File: config.mk
export PLATFORM = sky130hd
export DESIGN_NAME = vga_timing_ctrl
export DESIGN_NICKNAME = d
export VERILOG_FILES = /design/src/rtl/vga_timing_ctrl.sv
export SDC_FILE = /design/constraint.sdc
export NUM_CORES = 1
export LEC_CHECK = 0
export BUFFER_PORTS_ARGS = -buffer_cell sky130_fd_sc_hd__buf_4
export CAP_MARGIN = 40
export CORE_MARGIN = 2
export CORE_UTILIZATION = 50
export CTS_CLUSTER_SIZE = 40
export DETAILED_ROUTE_END_ITERATION = 16
export HOLD_SLACK_MARGIN = 0.05
export MAX_ROUTING_LAYER = met4
export PLACE_DENSITY = 0.79
export SETUP_SLACK_MARGIN = 0.15
export SYNTH_ARGS = -nofsm -noshare
export SYNTH_HDL_FRONTEND = slang
export SYNTH_SLANG_ARGS = --single-unit
export TNS_END_PERCENT = 5
File: constraint.sdc
create_clock -name vga_clk -period 2.5 [get_ports vga_clk]
set_input_delay 0.5 -clock vga_clk [delete_from_list [all_inputs] [get_ports vga_clk]]
set_output_delay 0.5 -clock vga_clk [all_outputs]
set_load 0.01 [all_outputs]
File: src/rtl/vga_timing_ctrl.sv
// 640x480@60 Hz VGA timing generator: free-running pixel/line counters with
// combinational sync, pixel-request and colour-gating decodes.
module vga_timing_ctrl #(
   parameter logic [9:0] H_SYNC   = 10'd96,
   parameter logic [9:0] H_BACK   = 10'd40,
   parameter logic [9:0] H_LEFT   = 10'd8,
   parameter logic [9:0] H_VALID  = 10'd640,
   parameter logic [9:0] H_RIGHT  = 10'd8,
   parameter logic [9:0] H_FRONT  = 10'd8,
   parameter logic [9:0] V_SYNC   = 10'd2,
   parameter logic [9:0] V_BACK   = 10'd25,
   parameter logic [9:0] V_TOP    = 10'd8,
   parameter logic [9:0] V_VALID  = 10'd480,
   parameter logic [9:0] V_BOTTOM = 10'd8,
   parameter logic [9:0] V_FRONT  = 10'd2,
   parameter logic       SYNC_POL = 1'b1
) (
   input  logic        vga_clk,
   input  logic        sys_rst_n,
   input  logic [15:0] pix_data,
   output logic [9:0]  pix_x,
   output logic [9:0]  pix_y,
   output logic        hsync,
   output logic        vsync,
   output logic [15:0] rgb,
   output logic        frame_start
);

   localparam logic [9:0] H_TOTAL = H_SYNC + H_BACK + H_LEFT + H_VALID + H_RIGHT + H_FRONT;
   localparam logic [9:0] V_TOTAL = V_SYNC + V_BACK + V_TOP + V_VALID + V_BOTTOM + V_FRONT;
   localparam logic [9:0] HS0     = H_SYNC + H_BACK + H_LEFT;
   localparam logic [9:0] HE      = HS0 + H_VALID;
   localparam logic [9:0] VS0     = V_SYNC + V_BACK + V_TOP;
   localparam logic [9:0] VE      = VS0 + V_VALID;

   logic [9:0] cnt_h;
   logic [9:0] cnt_v;
   logic       h_last;
   logic       v_last;
   logic       v_act;
   logic       pix_req;
   logic       rgb_valid;

   assign h_last = (cnt_h == H_TOTAL - 10'd1);
   assign v_last = (cnt_v == V_TOTAL - 10'd1);

   always_ff @(posedge vga_clk or negedge sys_rst_n) begin
      if (!sys_rst_n) begin
         cnt_h       <= '0;
         cnt_v       <= '0;
         frame_start <= 1'b0;
      end else begin
         // NOTE: non-blocking so frame_start and cnt_v both see the pre-edge counter values.
         frame_start <= h_last && v_last;
         if (h_last) begin
            cnt_h <= '0;
            cnt_v <= v_last ? 10'd0 : cnt_v + 10'd1;
         end else begin
            cnt_h <= cnt_h + 10'd1;
         end
      end
   end

   assign hsync = (cnt_h < H_SYNC) ? SYNC_POL : ~SYNC_POL;
   assign vsync = (cnt_v < V_SYNC) ? SYNC_POL : ~SYNC_POL;

   // The request window leads the colour window by one clock to absorb the
   // pixel generator's register stage.
   assign v_act     = (cnt_v >= VS0) && (cnt_v < VE);
   assign pix_req   = v_act && (cnt_h >= HS0 - 10'd1) && (cnt_h < HE - 10'd1);
   assign rgb_valid = v_act && (cnt_h >= HS0) && (cnt_h < HE);

   assign pix_x = pix_req ? cnt_h - (HS0 - 10'd1) : 10'h3FF;
   assign pix_y = pix_req ? cnt_v - VS0 : 10'h3FF;
   assign rgb   = rgb_valid ? pix_data : 16'h0000;

endmodule

==> qor.txt <==
Residual DRC: 0
placed insts: 295
HP Class: reg2reg
average size of a mapped cell: 8.549 sq um
cell area after layout: 2317 sq um
Simple-Gate Fraction of Synth Area: 31.43%
Starting Density: 51.28%
Synth area leader: dfrtp_1
Setup crit end kind: primary output
FILL cells: 270
Core Util, Final: 70.55%
Worst EP required: 2000 ps
Synth top area share: 31.20%
status: complete, but fails checks
layout cells sized above 1: 39.06%
RSZ-0062 raised after global routing: true
post-DR vias/cell: 5.507
initial antenna violation count: 0
Ys Warns: 0
PwrDens: 236.8 nW/um^2
Critical Path Start: cnt_h[6]
main combinational cell family by area after synthesis: simple AND/OR/NAND/NOR gates
HPWL after DPL: 3.197 mm
first-pass iteration count of the detailed router: 4
r2r endpoint: cnt_v[4]
number of enable flip-flop cells after synthesis: 0
Post-Synth XOR/XNOR Area: 10.40%
post-synthesis adder-cell area fraction: 2.972%
Die ar.: 3848 sq um
Synth area leaders: dfrtp_1 31%, nand3_1 6.8%, xnor2_1 6.8%
synth cell count leaders: 23 x nand3_1, 21 x dfrtp_1, 18 x and2_1
Crit-path slowest cell: or3_4
Final nets: 279
routed via count: 1663
peak supply drop: 0.1820 mV
final RePlAce weighted congestion: 0.8714
syn nets: 219
FF-to-FF setup slack: 330 ps
Clk Latency, worst-skew pair: 320 ps
clock tree from TritonCTS: built
leakage dissipation: 1.071 nW
worst setup skew after layout: 4.870 ps
vias in the first global route: 1514
largest net degree at the start of global routing: 22
final setup margin: -119.2 ps
final hold viol count: 0
core area: 3284 sq um
Sum Neg Setup Slack: -2192 ps
Iter 0 DRT Violations: 59
most frequent cell after synthesis: nand3_1
max cap viols: 0
Worst path max stage delay: 430 ps
routed wire length: 4.434 mm
Mapped Cells: 197
maximum buffer depth of the clock tree: 2
CTS Root Cell: clkbuf_4
worst reg2reg startpoint: cnt_h[5]
arrival time worst endpoint: 2120 ps
placed inst area: 2187 sq um
predominant post-synthesis flop cell: dfrtp_1
violated checks: setup timing
Clock transition at path regs: 140 ps
worst-margin pin slew: 348.7 ps
R2R cell count: 7
sequential area share after synthesis: 31.20%
fin cells: 302
Compound-Gate Fraction of Synth Area: 13.52%
Critical Path Sink: pix_y[4]
Tmin final: 2619 ps
CTS H-tree depth: 1
period utilization: 104.8%
Slew HR: 76.15%
I/O Pins: 57
GR Overflow Total: 0
#FFs+latches synth: 21
Final Slew Violations: 0
Rows: 21
Synth cell types: 48
total global-route track usage: 24.32%
Max FO, Critical Path: 13
clk sink count: 21
Cell Area, Synth: 1684 sq um
Die Wd: 62.04 microns
Area growth syn-to-layout: 37.59%
mux cell area share after synthesis: 1.932%
global-route wire length before repair: 6.796 mm
worst slack at placement: 74.49 ps
critical path class: reg2out
Port Buf Inserts: 56
Achievable Freq: 381.8 MHz
Async SR Flop Fraction: 100.0%
TritonCTS buffer count: 3
Final Setup Violations: 36
ant diodes: 0
Die Y: 62.04 microns
Worst setup SP type: flop
Antenna Violating Nets Remaining: 0
CP cell instances: or3_4 > or2_4 > a22oi_2 > buf_6 > nand4b_1 > buf_4
WL/cell: 14.68 microns
## sequential cells by signal, indices dropped and copies added (netlist names)
| signal | count |
|---|---|
| frame_start | 1 |
| cnt_h | 10 |
| cnt_v | 10 |
## cell families (layout without fill, tap and decap cells)
group                    count (synthesis)  in the layout
AO/OA/AOI/OAI                           29             29
XOR/XNOR                                20             20
adder cells (fa/ha/maj)                  4              4
buffers and inverters                   29             88
flip-flops                              21             21
multiplexers                             3              3
AND/OR/NAND/NOR                         91             91
## cells in the final DEF (no fill, tap or decap), types with 3 or more instances in the layout
master,count
a22o_1,3
and4_1,3
inv_1,5
xor2_1,7
o21ai_0,5
xnor2_1,13
nand3_1,22
nand4_1,3
dfrtp_1,19
buf_4,76
nand2_1,8
nor3_1,3
and2_1,18
and3_1,5
clkbuf_4,3
nor2_1,11
ha_1,3
## critical path, delay by kind of cell (launching register included)
family	cells	cell delay, ps
compound gates	1	200
flops	1	400
buf+inv	2	370
simple gates	3	830
## worst min path at each step
stage	startpoint	end	depth (start not counted)
2_1_floorplan	sys_rst_n	cnt_h[0]	0
3_3_place_gp	sys_rst_n	frame_start	1
3_5_place_dp	sys_rst_n	cnt_v[5]	1
4_1_cts	cnt_h[0]	cnt_h[0]	1
5_1_grt	cnt_h[0]	cnt_h[0]	1
6_report	cnt_h[0]	cnt_h[0]	1
## cell type report
cell class                      instances  area (sq um)  share of cell area, %
Clock buffer                            3         22.52                 0.9719
Clock inverter                          1         7.507                 0.3240
Inverter                                5         18.77                 0.8099
Multi-Input combinational cell        147          1071                  46.22
Sequential cell                        21         528.0                  22.79
Tap cell                               46         57.56                  2.484
Timing Repair Buffer                   79         611.8                  26.40
## routing by layer
| layer | up-vias | GRT usage (%) | routed length (microns) |
|---|---|---|---|
| met1 | 798 | 30.18 | 1771 |
| met4 | 0 | 8.207 | 62 |
| met5 | - | - | 0 |
| li1 | 810 | - | - |
| met2 | 47 | 41.22 | 2429 |
| met3 | 8 | 2.277 | 170 |
## power breakdown
| part | switching, W | leakage, nW | internal, W | total, W |
|---|---|---|---|---|
| logic | 0.00000913 | 0.780 | 0.0000176 | 0.0000267 |
| clock network | 0.000121 | 0.0139 | 0.0000611 | 0.000182 |
| registers | 0 | 0.277 | 0.000340 | 0.000340 |
| total | 0.000130 | 1.07 | 0.000418 | 0.000549 |
## metrics by stage
| step | hold slack [ps] | power [W] |
|---|---|---|
| 3_5_place_dp | 403.5 | 0.0003723 |
| 3_3_place_gp | 400.5 | 0.0003720 |
| 5_1_grt | 534.5 | 0.0005723 |
| 6_report | 507.2 | 0.0005487 |
| 2_1_floorplan | 204.4 | 0.0003464 |
| 4_1_cts | 543.3 | 0.0005562 |
## what timing repair did
| item | 4_1_cts | 5_1_grt |
|---|---|---|
| setup buffers | 1 | 1 |
| hold endpoints to repair | 21 | 0 |
| setup endpoints to repair | 36 | 36 |
| gates resized for setup | 9 | 7 |
| pin swaps | 2 | 2 |
| hold buffers | 1 | 0 |
Power figures use the tool's default switching activity.
